==> src/rtl/ram_stream_reader.sv <==
// rtl/ram_stream_reader.sv - streams a RAM address range out through a skid FIFO
// RAM_RD_OUTPUT_REG_EN: when defined, the RAM read latency is 2 cycles instead of 1.
module ram_stream_reader #(
    parameter int ADDR_WIDTH = 10,
    parameter int DATA_WIDTH = 8,
    parameter int FIFO_DEPTH = 4
) (
    input  logic                  rd_clk,
    input  logic                  rd_rst,
    input  logic                  start,
    input  logic [ADDR_WIDTH-1:0] start_addr,
    input  logic [ADDR_WIDTH:0]   length,
    output logic                  busy,
    output logic                  done,
    output logic                  ram_rd_en,
    output logic [ADDR_WIDTH-1:0] ram_rd_addr,
    input  logic [DATA_WIDTH-1:0] ram_rd_data,
    output logic [DATA_WIDTH-1:0] m_data,
    output logic                  m_valid,
    input  logic                  m_ready,
    output logic                  m_last
);
`ifdef RAM_RD_OUTPUT_REG_EN
    localparam int RD_LAT = 2;
`else
    localparam int RD_LAT = 1;
`endif
    localparam int PW = $clog2(FIFO_DEPTH);
    localparam int CW = PW + 1;

    typedef enum logic [1:0] {IDLE, READ, DRAIN} state_t;
    state_t state_q, state_d;

    logic [ADDR_WIDTH-1:0] addr_q;
    logic [ADDR_WIDTH:0]   left_q;
    logic [RD_LAT-1:0]     pipe_vld;
    logic [RD_LAT-1:0]     pipe_last;
    logic [DATA_WIDTH:0]   fifo_mem [FIFO_DEPTH];
    logic [DATA_WIDTH:0]   head;
    logic [PW-1:0]         wr_ptr, rd_ptr;
    logic [CW-1:0]         occ;
    logic [CW:0]           outstanding;
    logic                  accept, last_issue, last_hs, fifo_wr, fifo_rd;

    // Occupancy plus every read still travelling through the RAM pipeline
    always_comb begin
        outstanding = {1'b0, occ};
        for (int i = 0; i < RD_LAT; i++)
            outstanding = outstanding + (CW+1)'(pipe_vld[i]);
    end

    assign accept      = (state_q == IDLE) && start && (length != '0);
    assign last_issue  = ram_rd_en && (left_q == (ADDR_WIDTH+1)'(1));
    assign busy        = (state_q != IDLE);
    assign ram_rd_addr = addr_q;
    assign fifo_wr     = pipe_vld[RD_LAT-1];
    assign head        = fifo_mem[rd_ptr];
    assign m_valid     = (occ != '0);
    assign m_data      = m_valid ? head[DATA_WIDTH-1:0] : '0;
    assign m_last      = m_valid && head[DATA_WIDTH];
    assign fifo_rd     = m_valid && m_ready;
    assign last_hs     = fifo_rd && m_last;

    always_comb begin
        state_d   = state_q;
        ram_rd_en = 1'b0;
        case (state_q)
            IDLE: if (accept) state_d = READ;
            READ: begin
                ram_rd_en = (outstanding < (CW+1)'(FIFO_DEPTH));
                if (ram_rd_en && (left_q == (ADDR_WIDTH+1)'(1))) state_d = DRAIN;
            end
            DRAIN: if (last_hs) state_d = IDLE;
            default: state_d = IDLE;
        endcase
    end

    always_ff @(posedge rd_clk) begin
        if (rd_rst) begin
            state_q   <= IDLE;
            addr_q    <= '0;
            left_q    <= '0;
            pipe_vld  <= '0;
            pipe_last <= '0;
            wr_ptr    <= '0;
            rd_ptr    <= '0;
            occ       <= '0;
            done      <= 1'b0;
        end else begin
            state_q <= state_d;
            done    <= last_hs || ((state_q == IDLE) && start && (length == '0));
            if (accept) begin
                addr_q <= start_addr;
                left_q <= length;
            end else if (ram_rd_en) begin
                addr_q <= addr_q + ADDR_WIDTH'(1);
                left_q <= left_q - (ADDR_WIDTH+1)'(1);
            end
            pipe_vld[0]  <= ram_rd_en;
            pipe_last[0] <= last_issue;
            for (int i = 1; i < RD_LAT; i++) begin
                pipe_vld[i]  <= pipe_vld[i-1];
                pipe_last[i] <= pipe_last[i-1];
            end
            if (fifo_wr) wr_ptr <= wr_ptr + PW'(1);
            if (fifo_rd) rd_ptr <= rd_ptr + PW'(1);
            occ <= occ + CW'(fifo_wr) - CW'(fifo_rd);
        end
    end

    // Storage needs no reset: contents are only visible through m_valid
    always_ff @(posedge rd_clk) begin
        if (fifo_wr) fifo_mem[wr_ptr] <= {pipe_last[RD_LAT-1], ram_rd_data};
    end
endmodule

==> config.mk <==
export PLATFORM = sky130hd
export DESIGN_NAME = ram_stream_reader
export DESIGN_NICKNAME = d
export VERILOG_FILES = /design/src/rtl/ram_stream_reader.sv
export SDC_FILE = /design/constraint.sdc
export NUM_CORES = 1
export LEC_CHECK = 0
export ABC_CLOCK_PERIOD_IN_PS = 3140
export CELL_PAD_IN_SITES_DETAIL_PLACEMENT = 1
export CELL_PAD_IN_SITES_GLOBAL_PLACEMENT = 2
export CORE_AREA = 10 10 110 112
export CTS_CLUSTER_SIZE = 14
export DETAILED_ROUTE_END_ITERATION = 8
export DIE_AREA = 0 0 120 122
export HOLD_SLACK_MARGIN = 0.12
export PLACE_DENSITY_LB_ADDON = 0.25
export SYNTH_ARGS = -nofsm -noshare
export SYNTH_HDL_FRONTEND = slang
export SYNTH_SLANG_ARGS = --single-unit
==> constraint.sdc <==
create_clock -name rd_clk -period 3.14 [get_ports rd_clk]
set_clock_uncertainty 0.2 [all_clocks]
set_input_delay 0.785 -clock rd_clk [delete_from_list [all_inputs] [get_ports rd_clk]]
set_output_delay 0.785 -clock rd_clk [all_outputs]
set_load 0.02 [all_outputs]
; Word-level counts from Yosys, hierarchy flattened
; Memory sizes are Yosys's and may differ from the RTL's. A register that Yosys moved wholly into a read port is not among the register bits.
; Index checks and enable logic that the tools add are counted.
[op_classes]
mux = 14
n_addsub = 7
n_reduce_logical = 16
n_lt_le_gt_ge = 1
eq_ne = 6
[op_table]
columns = operator, n
row1 = 11-bit 2-to-1 mux, 2
row2 = 10-bit 2-to-1 mux, 2
row3 = "11-bit by 1-bit == test with 1-bit output, second input constant", 1
row4 = 11-bit zero test, 1
row5 = 11-bit nonzero test, 1
row6 = "11-bit by 1-bit subtractor with 11-bit output, second input constant", 1
row7 = "10-bit by 1-bit adder with 10-bit output, second input constant", 1
row8 = 2-bit 2-to-1 mux, 5
row9 = 1-bit logical AND, 8
row10 = 8-bit 2-to-1 mux, 1
row11 = "2-bit inequality test, second input constant", 3
row12 = 2-bit case mux with 3 select lines, 1
row13 = "2-bit by 1-bit adder with 2-bit output, second input constant", 2
row14 = 3-bit by 1-bit adder with 4-bit output, 1
row15 = "4-bit by 3-bit less-than comparator with 1-bit output, second input constant", 1
row16 = 2-bit nonzero test, 2
row17 = 3-bit by 1-bit adder with 3-bit output, 1
row18 = 1-bit 2-to-1 mux, 3
row19 = 3-bit AND reduction, 1
row20 = 3-bit nonzero test, 1
row21 = 3-bit by 1-bit subtractor with 3-bit output, 1
row22 = "2-bit by 1-bit == test with 1-bit output, second input constant", 1
row23 = "2-bit == test, second input constant", 1
row24 = 2-bit zero test, 1
row25 = 1-bit logical OR, 1
[word_totals]
memories = 1
regBits = 33
in_bits = 33
ramBits = 36
output_inout_bits = 23
word_cells = 54
[memory_table]
columns = memory, depth, word_bits, rd, rd_clocked_by_memory_dff, wr, line
row1 = fifo_mem, 4, 9, 1, 1, 1, 38  ; logic [DATA_WIDTH:0] fifo_mem [FIFO_DEPTH];

; Depth between registers and ports, before layout
[depth]
ltp_word = 5
depth_mapped = 8
depth_no_buf = 8

; Worst setup path after synthesis
; No wires, ideal clock.
[synth_path]
path_kind = in2reg
startpoint = input port length[3]
endpoint = register addr_q[5] (netlist: ram_rd_addr[5])
setup_ps = 119
n_path_buf = 1
slack_ps = 772
t_arrival_ps = 2049
stages = 5
required_ps = 2821
path_cell_list = or4_1 o31ai_4 buf_6 mux2i_1 o221a_1
[synth_via]
elab_chain_cells = 3
word_cells_on_any_way = 4
classes_between = mux (1) / reduce/logical (3)
[synth_lines]
columns = item, line
row1 = "start, declared", 12  ; input logic [ADDR_WIDTH:0] length,
row2 = 11-bit nonzero test (*), 52  ; assign accept = (state_q == IDLE) && start && (length != '0);
row3 = 1-bit logical AND (*), 52
row4 = 10-bit 2-to-1 mux / 2-bit nonzero test (equally long branches), --
row5 = "end signal, assigned", 93  ; addr_q <= start_addr;
row6 = "end signal, assigned", 96  ; addr_q <= addr_q + ADDR_WIDTH'(1);
row7 = "end, declared", 34  ; logic [ADDR_WIDTH-1:0] addr_q;
; Every way passes the cells marked *; elsewhere a longest branch is shown, timed or not.
; A chain may end at the register's enable or synchronous reset.

; Worst setup path in the final report
[layout_path]
startpoint = register occ[1]
endpoint = output port ram_rd_en
[layout_via]
elab_chain_cells = 3
[layout_lines]
columns = item, line
row1 = "start, declared", 41  ; logic [CW-1:0] occ;
row2 = "start signal, assigned", 107  ; occ <= occ + CW'(fifo_wr) - CW'(fifo_rd);
row3 = 3-bit by 1-bit adder with 4-bit output, 49  ; outstanding = outstanding + (CW+1)'(pipe_vld[i]);
row4 = 4-bit by 3-bit less-than comparator with 1-bit output, 70  ; ram_rd_en = (outstanding < (CW+1)'(FIFO_DEPTH));
row5 = 1-bit 2-to-1 mux, 67  ; case (state_q)
row6 = "end, declared", 15  ; output logic ram_rd_en,
; Every way passes these cells.

==> run_results.csv <==
group,metric,value,unit
placement,io_buffers,55,
worst_setup_path,worst-path-buf-inv,2,
worst_setup_path,cp_data_arrival_time,2.02,ns
global_routing,grt.overflow.total,0,
worst_setup_path,cp_slowest_cell,"clkdlybuf4s50_1",
floorplanning,dieHeight,122,um
worst_setup_path,end_kind,"primary output",
clock_network,cts.sinks,71,
layout,area_growth,26.9,%
floorplanning,dieArea,0.0146,sq mm
worst_setup_path,reg2reg_depth,8,
run,drv_cap,0,
clock_network,path_clk_slew,0.09,ns
detailed_routing,drtIter0Drc,110,
global_routing,grt_pass1_wl,14400,um
placement,dpl.cell_count,464,
worst_hold_path,holdPathEnd,"left_q[1]",
floorplanning,ios,56,
yosys,ys_seq_area_frac,0.524,
clock_network,root_buffer,"clkbuf_8",
detailed_routing,first_pass_iters,4,
yosys,ys_types,63,
yosys,synth_seq_cells,71,
yosys,synth_area_per_cell,12.2,sq um
global_routing,grtUsageTotal,0.125,
global_routing,grt_max_degree,31,
worst_setup_path,path_cells,"ha_1 -> o211ai_1 -> a22oi_4 -> inv_2 -> clkdlybuf4s50_1",
yosys,ys_async_sr_fraction,0,
timing,relSlewSlack,0.645,
detailed_routing,vias_per_cell,5.21,
yosys,ys.flop_type,"edfxtp_1",
worst_setup_path,path_class,"reg2out",
layout,drive_gt1_frac,0.145,
floorplanning,std_cell_rows,37,
layout,ff_latch_area,0.00178,sq mm
clock_network,cts_setup_buffers,0,
timing,finalHoldViolations,0,
worst_setup_path,reg2reg_to,"occ[2]",
worst_setup_path,cp_data_required_time,2.15,ns
timing,final-setup-viol-count,0,
yosys,synth_nets,323,
placement,routabilityCongestion,0.766,
detailed_routing,vias,2500,
worst_hold_path,hold_start,"left_q[1]",
timing,tns,0,ns
detailed_routing,wl,8770,um
worst_hold_path,worstHoldPathType,"reg2reg",
worst_setup_path,worst_setup_path_start_kind,"flip-flop",
timing,tightest_slew,0.532,ns
worst_setup_path,path_delay_family,"buffers and inverters",
clock_network,cts_hold_buf,0,
yosys,synth-edff-count,36,
clock_network,clock_path_buffers,2,
timing,fmax,333,MHz
timing,drv_slew,0,
run_status,status,"complete, no violations",
layout,antenna_cells,0,
yosys,synth.cell_area,0.00340,sq mm
layout,fillers,1112,
timing,period_share,0.958,
worst_setup_path,r2r_setup_slack,0.67,ns
clock_network,numCtsBuffers,9,
timing,whs,0.296,ns
clock_network,clk_latency,0.36,ns
floorplanning,core,0.0100,sq mm
detailed_routing,antenna_left,0,
timing,rsz0062_at_grt,"false",
worst_hold_path,hold_path_depth,2,
worst_setup_path,r2r-start,"occ[2]",
timing,period_minus_slack,3.01,ns
detailed_routing,wire_per_inst,18.3,um
yosys,yosys_warnings,0,
power,power_density,660,mW/mm^2
clock_network,h-tree-depth,3,
yosys,syn_inst,279,
power,ir_drop,0.190,mV
layout,multi_input_comb_area,0.00150,sq mm
worst_setup_path,max_stage_delay,0.62,ns
global_routing,grt_pass1_vias,2716,
worst_setup_path,worstPathMaxFanout,7,
floorplanning,start_util,0.339,
power,power.leakage,1.57,nW
placement,dpl.hpwl,6330,um
floorplanning,die_w,120,um
global_routing,antenna_found_initial,0,
layout,finalNonFillerCells,480,
layout,fin_nets,383,
clock_network,cts_tree,"built",
detailed_routing,drc_errors,0,
## per-layer routing
metal	share of wire	routed length, um	track usage
met1	0.46	4070	0.153
met4	0.012	106	0.0588
met5	0	0	0
met3	0.049	432	0.0375
met2	0.47	4160	0.201
## area by class of cell
class,instances,share of cell area
Multi-Input combinational cell,182,0.346
Sequential cell,71,0.413
Clock inverter,7,0.0142
Inverter,11,0.00956
Timing Repair Buffer,64,0.149
Tap cell,136,0.0394
Clock buffer,9,0.0287
## tightest hold or removal path, stage by stage, from the launching register on
cell	delay (ns)
dfxtp_1	0.33
nand3_1	0.07
a21oi_1	0.05
## report_power, final
group	leakage, nW	total, mW	internal (mW)	switching [mW]
Sequential	0.615	1.16	1.06	0.0993
Combinational	0.870	0.988	0.473	0.515
Clock	0.0892	0.702	0.303	0.399
## cell families (layout without fill, tap and decap cells)
family,Yosys count,count (layout),synth area share
xor+xnor,6,6,0.0154
fa+ha+maj,11,11,0.0427
compound gates,55,55,0.136
mux,15,15,0.0772
buf+inv,26,91,0.0382
simple gates,95,95,0.167
flops,71,71,0.524
## registers in the layout (all words and copies together) (netlist names), named ones only
| register | cells |
|---|---|
| fifo_mem | 36 |
| left_q | 11 |
| ram_rd_addr | 10 |
| occ | 3 |
| rd_ptr | 2 |
| state_q | 2 |
| wr_ptr | 2 |
| done | 1 |
| fifo_wr | 1 |
| pipe_last | 1 |
## synthesized netlist by cell type (all sizes together), types with 8 or more instances
master | instances | share of area
or4 | 8 | 0.019
and2 | 15 | 0.028
inv | 11 | 0.012
dfxtp | 35 | 0.21
a21oi | 12 | 0.018
nor2 | 12 | 0.013
nand2 | 15 | 0.017
nand3 | 13 | 0.019
mux4 | 9 | 0.060
edfxtp | 36 | 0.32
ha | 10 | 0.037
buf | 9 | 0.019
## what timing repair did
item / in CTS / in global routing
endpoints found under the setup margin: 8 / 6
resized for setup: 5 / 8
endpoints found under the hold margin: 0 / 0
## through the flow
step	worst slack (ns)	cell area (sq um)	utilization	total power, mW
final	0.133	4320	0.430	2.85
after global routing	0.0247	4320	0.430	3.05
after CTS	0.00247	4300	0.428	2.90
after detailed placement	0.194	4110	0.410	2.20
after global placement	0.250	4110	0.410	2.18
after floorplan	0.772	3400	-	1.79
## worst max path at each step
stage	to	depth (start not counted)	start
after floorplan	ram_rd_addr[5]	5	length[3]
after global placement	ram_rd_addr[4]	6	length[0]
after detailed placement	ram_rd_addr[5]	6	length[0]
after CTS	m_data[7]	4	flip-flop
after global routing	ram_rd_en	5	occ[1]
final	ram_rd_en	5	occ[1]
## cells in the final DEF (no fill, tap or decap), drive strengths merged, types with 5 or more instances in the layout
cell           Yosys  layout
inv               11      16
a31oi              6       6
mux2i              6       6
clkdlybuf4s50      0      46
or4                8       8
mux4               9       9
clkbuf             6       9
nor2              12      12
buf                9       9
nand3             13      13
dlymetal6s2s       0       5
dfxtp             35      35
and2              15      15
or3                5       5
nand2             15      15
a21oi             12      12
edfxtp            36      36
ha                10      10
Power figures use the tool's default switching activity.
